`src/rtl/bldc_commutator.sv`:
```
// bldc_commutator: six-step commutation controller for one brushless motor
// channel. Filters the Hall sensors, selects the high-side/low-side phase
// pair, inserts a dead gap on every commutation change and hands a duty value
// to the downstream PWM generators that only changes at period boundaries.
//
// Ports:
//   clock        system clock
//   reset_n      asynchronous active-low reset (synchronous deassert expected)
//   enable       motor run request (level)
//   direction    0 = forward, 1 = reverse
//   hall         raw Hall sensors {C,B,A}, asynchronous to clock
//   duty_cmd     requested duty
//   duty_load    one-cycle strobe, captures duty_cmd into the pending register
//   fault_clear  one-cycle strobe, leaves FAULT when the Hall code is valid
//   high_en      per-phase {C,B,A} high-side PWM gate enable
//   low_en       per-phase {C,B,A} low-side gate enable
//   duty_out     duty for the active high-side phase (0 outside RUN)
//   period_start one-cycle pulse when the period counter wraps to 0
//   fault        invalid Hall code latched
module bldc_commutator #(
    parameter int DUTY_CYCLE_WIDTH = 9,
    parameter int PERIOD           = 512,
    parameter int SWITCH_GAP       = 8,
    parameter int HALL_FILTER      = 16
) (
    input  logic                        clock,
    input  logic                        reset_n,
    input  logic                        enable,
    input  logic                        direction,
    input  logic [2:0]                  hall,
    input  logic [DUTY_CYCLE_WIDTH-1:0] duty_cmd,
    input  logic                        duty_load,
    input  logic                        fault_clear,
    output logic [2:0]                  high_en,
    output logic [2:0]                  low_en,
    output logic [DUTY_CYCLE_WIDTH-1:0] duty_out,
    output logic                        period_start,
    output logic                        fault
);

    localparam int CW = (PERIOD > 1) ? $clog2(PERIOD) : 1;
    localparam int FW = $clog2(HALL_FILTER + 1);
    localparam int GW = $clog2(SWITCH_GAP + 1);
    localparam logic [CW-1:0] CNT_LAST  = CW'(PERIOD - 1);
    localparam logic [FW-1:0] FILT_LAST = FW'(HALL_FILTER - 1);
    localparam logic [GW-1:0] GAP_LAST  = GW'(SWITCH_GAP - 1);

    typedef enum logic [1:0] {S_DISABLED, S_RUN, S_SWITCH, S_FAULT} state_t;

    // ---------------- Hall synchronizer and stability filter ----------------
    logic [2:0]    sync1_reg, sync2_reg, cand_reg, accepted_reg;
    logic [FW-1:0] filt_cnt_reg;
    logic          acquired_reg;  // set once any code has been accepted

    always_ff @(posedge clock or negedge reset_n) begin
        if (!reset_n) begin
            sync1_reg    <= 3'b000;
            sync2_reg    <= 3'b000;
            cand_reg     <= 3'b000;
            accepted_reg <= 3'b000;
            filt_cnt_reg <= '0;
            acquired_reg <= 1'b0;
        end else begin
            sync1_reg <= hall;
            sync2_reg <= sync1_reg;
            cand_reg  <= sync2_reg;  // previous synchronized sample
            if (sync2_reg == accepted_reg) begin
                filt_cnt_reg <= '0;
            end else if (sync2_reg != cand_reg) begin
                // New candidate: this cycle is the first stable one.
                filt_cnt_reg <= FW'(1);
            end else if (filt_cnt_reg >= FILT_LAST) begin
                accepted_reg <= sync2_reg;
                acquired_reg <= 1'b1;
                filt_cnt_reg <= '0;
            end else begin
                filt_cnt_reg <= filt_cnt_reg + FW'(1);
            end
        end
    end

    logic code_valid;
    assign code_valid = (accepted_reg != 3'b000) && (accepted_reg != 3'b111);

    // Forward table gives {high, low}; reverse swaps the two phases.
    function automatic logic [5:0] commutate(input logic [2:0] code, input logic rev);
        logic [2:0] hi_ph;
        logic [2:0] lo_ph;
        hi_ph = 3'b000;
        lo_ph = 3'b000;
        case (code)
            3'b001:  begin hi_ph = 3'b001; lo_ph = 3'b010; end
            3'b011:  begin hi_ph = 3'b001; lo_ph = 3'b100; end
            3'b010:  begin hi_ph = 3'b010; lo_ph = 3'b100; end
            3'b110:  begin hi_ph = 3'b010; lo_ph = 3'b001; end
            3'b100:  begin hi_ph = 3'b100; lo_ph = 3'b001; end
            3'b101:  begin hi_ph = 3'b100; lo_ph = 3'b010; end
            default: begin hi_ph = 3'b000; lo_ph = 3'b000; end
        endcase
        return rev ? {lo_ph, hi_ph} : {hi_ph, lo_ph};
    endfunction

    logic [5:0] step_pair;
    assign step_pair = commutate(accepted_reg, direction);

    // ---------------- Period counter and duty double-buffer -----------------
    logic [CW-1:0]               cnt_reg;
    logic [DUTY_CYCLE_WIDTH-1:0] pending_reg, applied_reg, applied_next;
    logic                        wrap;

    assign wrap         = (cnt_reg == CNT_LAST);
    assign applied_next = wrap ? pending_reg : applied_reg;

    always_ff @(posedge clock or negedge reset_n) begin
        if (!reset_n) begin
            cnt_reg      <= '0;
            period_start <= 1'b0;
            pending_reg  <= '0;
            applied_reg  <= '0;
        end else begin
            cnt_reg      <= wrap ? '0 : cnt_reg + CW'(1);
            period_start <= wrap;
            // On a coinciding load the old pending value is the one applied.
            applied_reg  <= applied_next;
            if (duty_load) begin
                pending_reg <= duty_cmd;
            end
        end
    end

    // ---------------- Commutation state machine -----------------------------
    state_t        state_reg;
    logic [2:0]    run_code_reg;
    logic          run_dir_reg;
    logic [GW-1:0] gap_cnt_reg;

    always_ff @(posedge clock or negedge reset_n) begin
        if (!reset_n) begin
            state_reg    <= S_DISABLED;
            run_code_reg <= 3'b000;
            run_dir_reg  <= 1'b0;
            gap_cnt_reg  <= '0;
            high_en      <= 3'b000;
            low_en       <= 3'b000;
            duty_out     <= '0;
            fault        <= 1'b0;
        end else begin
            // Gates and duty default off; only RUN drives them.
            high_en  <= 3'b000;
            low_en   <= 3'b000;
            duty_out <= '0;
            case (state_reg)
                S_DISABLED: begin
                    fault <= 1'b0;
                    if (enable && code_valid) begin
                        state_reg         <= S_RUN;
                        run_code_reg      <= accepted_reg;
                        run_dir_reg       <= direction;
                        {high_en, low_en} <= step_pair;
                        duty_out          <= applied_next;
                    end else if (enable && acquired_reg) begin
                        // The 000 left by reset is "no code yet", not a fault.
                        state_reg <= S_FAULT;
                        fault     <= 1'b1;
                    end
                end
                S_RUN: begin
                    if (!enable) begin
                        state_reg <= S_DISABLED;
                    end else if (!code_valid) begin
                        state_reg <= S_FAULT;
                        fault     <= 1'b1;
                    end else if (accepted_reg != run_code_reg || direction != run_dir_reg) begin
                        state_reg   <= S_SWITCH;
                        gap_cnt_reg <= '0;
                    end else begin
                        {high_en, low_en} <= step_pair;
                        duty_out          <= applied_next;
                    end
                end
                S_SWITCH: begin
                    if (!enable) begin
                        state_reg <= S_DISABLED;
                    end else if (!code_valid) begin
                        state_reg <= S_FAULT;
                        fault     <= 1'b1;
                    end else if (gap_cnt_reg == GAP_LAST) begin
                        // Exit uses the latest step, so changes seen during
                        // the gap are honoured without restarting it.
                        state_reg         <= S_RUN;
                        run_code_reg      <= accepted_reg;
                        run_dir_reg       <= direction;
                        {high_en, low_en} <= step_pair;
                        duty_out          <= applied_next;
                    end else begin
                        gap_cnt_reg <= gap_cnt_reg + GW'(1);
                    end
                end
                S_FAULT: begin
                    if (fault_clear && code_valid) begin
                        state_reg <= S_DISABLED;
                        fault     <= 1'b0;
                    end
                end
                default: begin
                    state_reg <= S_DISABLED;
                    fault     <= 1'b0;
                end
            endcase
        end
    end

endmodule

```
`config.mk`:
```
export PLATFORM = sky130hd
export DESIGN_NAME = bldc_commutator
export DESIGN_NICKNAME = d
export VERILOG_FILES = /design/src/rtl/bldc_commutator.sv
export SDC_FILE = /design/constraint.sdc
export NUM_CORES = 1
export LEC_CHECK = 0
export ABC_AREA = 1
export CORE_UTILIZATION = 60
export DETAILED_ROUTE_END_ITERATION = 16
export PLACE_DENSITY_LB_ADDON = 0.15
export SYNTH_ARGS = -nofsm -noshare
export SYNTH_HDL_FRONTEND = slang
export SYNTH_SLANG_ARGS = --single-unit
```
`constraint.sdc`:
```
create_clock -name clock -period 5.5 [get_ports clock]
set_clock_uncertainty 0.1 [all_clocks]
set_input_delay 0.55 -clock clock [delete_from_list [all_inputs] [get_ports clock]]
set_output_delay 0.55 -clock clock [all_outputs]
set_load 0.05 [all_outputs]
```
==> reports/metrics.cfg <==
[status]
status=complete, no violations

[critical_path]
reg2regPathDepth=9
arrival_ns=2.55
startpoint_type=register
cpMostUsedCell=ha_1
reg2reg_from=cnt_reg[0]
reg2reg_to=duty_out[1]
crit_type=reg -> reg
critPathSlowestCell=ha_1
slowest_delay_ns=0.65
cp.required_ns=5.63
worstPathMaxFanout=24
path_cells=ha_1 -> nand2_1 -> nor2_1 -> nand3_1 -> nor3b_1 -> ha_1 -> o21ai_0 -> inv_1 -> nor2_4
regToRegSetupSlack_ns=3.07
crit_path_end_kind=register

[grt]
grt_pass1_wl_mm=9.901
grt_pass1_vias=2286
antenna_found_initial=0
grt-ovfl-total=0
track_usage_pct=22.13
grt_start_max_net_pins=73

[route]
vias=2297
drt_iter0_markers=175
wl_per_cell_um=12.05
drtPass1Iterations=4
wl_mm=5.495
drc=0
viasPerCell=5.037
antenna_left=0

[yosys]
synth_nets=372
synth_seq_area_share_pct=54.94
synth_area_sq_um=3279
ys_ff_latch=72
yosysUniqueCellTypes=33
yosysMostFrequentCell=dfrtp_1
yosys_warnings=0
syn_area_per_cell_sq_um=9.533
synthTopCellsByCount=dfrtp_1 (72), nand2_1 (66), inv_1 (47)
synth_top_flop_cell=dfrtp_1
async_reset_ff_share_pct=100.0
synth_edf_count=0
yosysTopAreaCell=dfrtp_1
ys_top_cells_by_area=dfrtp_1 (55%), nand2_1 (7.6%), inv_1 (5.4%)
yosysTopAreaCellShare_pct=54.94
syn_inst=344

[clocking]
post-cts-setup-buffers=0
cts_resized=0
htreeDepth=3
cts_sinks=72
clk_pin_slew_ns=0.07
cts_buffers=9
cts_tree=built
cts.path.max_buffers=2
hold_buffers=0
root_buffer=clkbuf_8
insertion_delay_ns=0.34

[floorplanning]
io_pins=35
start_util_pct=63.40
placementRows=26
die_h_um=75.93
die_area_sq_um=5765
chipWidth_um=75.93
core-area_sq_um=5172

[placed_design]
post-dp-hpwl_mm=3.798
gp_congestion=0.8555
port_buffers=34

[final_layout]
drive_gt1_share_pct=13.47
nets=410
antenna_cells=0
syn_to_final_growth_pct=17.82

[min_path]
min-delay-start=sync1_reg[0]
hold-path-endpoint=sync2_reg[0]
min_path_type=reg -> reg
whs_path_depth=0

[power]
p_per_area_nw_per_um2=263.0
p_leak_nw=1.731
peakVddDrop_uv=189.1

[timing]
period_share_pct=44.13
tns_ns=0
rsz0062_at_grt=no
fin_crit_ns=2.427
holdWs_ns=0.2532
hold_viol=0
fmax_mhz=412.0
maxSlewViolCount=0
tightest_slew_ns=0.8627
relSlewSlack_pct=42.49
setup_viol=0

[run]
drv_cap=0

[power by group]
group / internal, mW / total [mW] / switching, mW
combinational: 0.0218 / 0.0448 / 0.0231
clock: 0.232 / 0.424 / 0.192
sequential: 0.540 / 0.547 / 0.00680
[layout by cell type (no fill, tap or decap), types with 2 or more instances in the layout]
master / synthesis / final
dfrtp_1: 72 / 72
nand2_1: 66 / 66
inv_1: 47 / 47
clkdlybuf4s50_1: 0 / 33
o21ai_0: 32 / 32
nor2_1: 30 / 30
nand3_1: 16 / 16
clkbuf_8: 0 / 11
nor2_4: 10 / 10
ha_1: 10 / 10
mux2_2: 9 / 9
a21oi_1: 8 / 8
xnor2_1: 5 / 5
nand2_2: 4 / 4
or2_2: 4 / 4
inv_2: 3 / 3
xor2_1: 3 / 3
nor3b_1: 2 / 2
nor3_1: 2 / 2
o21bai_1: 2 / 2
clkinvlp_4: 0 / 2
[layer usage]
metal  GRT usage (%)  vias to the layer above  part of all wire [%]
met3           5.783                       10                   3.1
met4           8.654                        0                   1.7
li1                -                     1160                     -
met2           35.18                       34                    47
met5               0                        -                     0
met1           29.24                     1093                    48
[how the worst max path moves through the flow]
stage | start | endpoint | slack (ns) | cells after the start
CTS | cnt_reg[0] | duty_out[1] | 3.07 | 9
global route | cnt_reg[0] | duty_out[8] | 2.81 | 10
global placement | direction | low_en[0] | 3.12 | 7
detailed placement | cnt_reg[0] | duty_out[1] | 3.08 | 9
floorplan | cnt_reg[0] | duty_out[3] | 3.48 | 11
finish | cnt_reg[0] | duty_out[1] | 3.07 | 9
[kinds of logic (layout without fill, tap and decap cells)]
| family | Yosys count | after routing | share of synthesized area (%) |
|---|---|---|---|
| AND/OR/NAND/NOR | 141 | 141 | 21.18 |
| flip-flops | 72 | 72 | 54.94 |
| buffers and inverters | 58 | 100 | 7.287 |
| AO/OA/AOI/OAI | 46 | 46 | 7.554 |
| adder cells (fa/ha/maj) | 10 | 10 | 3.815 |
| multiplexers | 9 | 9 | 3.091 |
| XOR/XNOR | 8 | 8 | 2.137 |
[area by class of cell]
cell class,instances,area (sq um)
fill,390,1309
inverter,50,187.7
multi-input combinational,214,1239
timing repair buffer,35,342.8
sequential,72,1802
tap,70,87.58
clock inverter,4,53.80
clock buffer,11,151.4
[worst max-delay path, delay by kind of cell, from the launching register on]
kind	cells	cell delay, ns
fa+ha+maj	2	0.82
simple gates	5	0.60
flops	1	0.38
compound gates	1	0.26
buf+inv	1	0.14
[metrics by stage]
stage	instances	setup slack [ns]	total power [mW]	cell area [sq um]	util [%]
finish	456	3.073	1.016	3864	74.70
global route	456	2.810	1.059	3864	74.70
CTS	456	3.069	1.030	3864	74.70
detailed placement	441	3.080	0.6034	3659	70.73
global placement	441	3.119	0.6013	3659	70.73
floorplan	344	3.484	0.5765	3279	-
(Power assumes the default switching activity.)
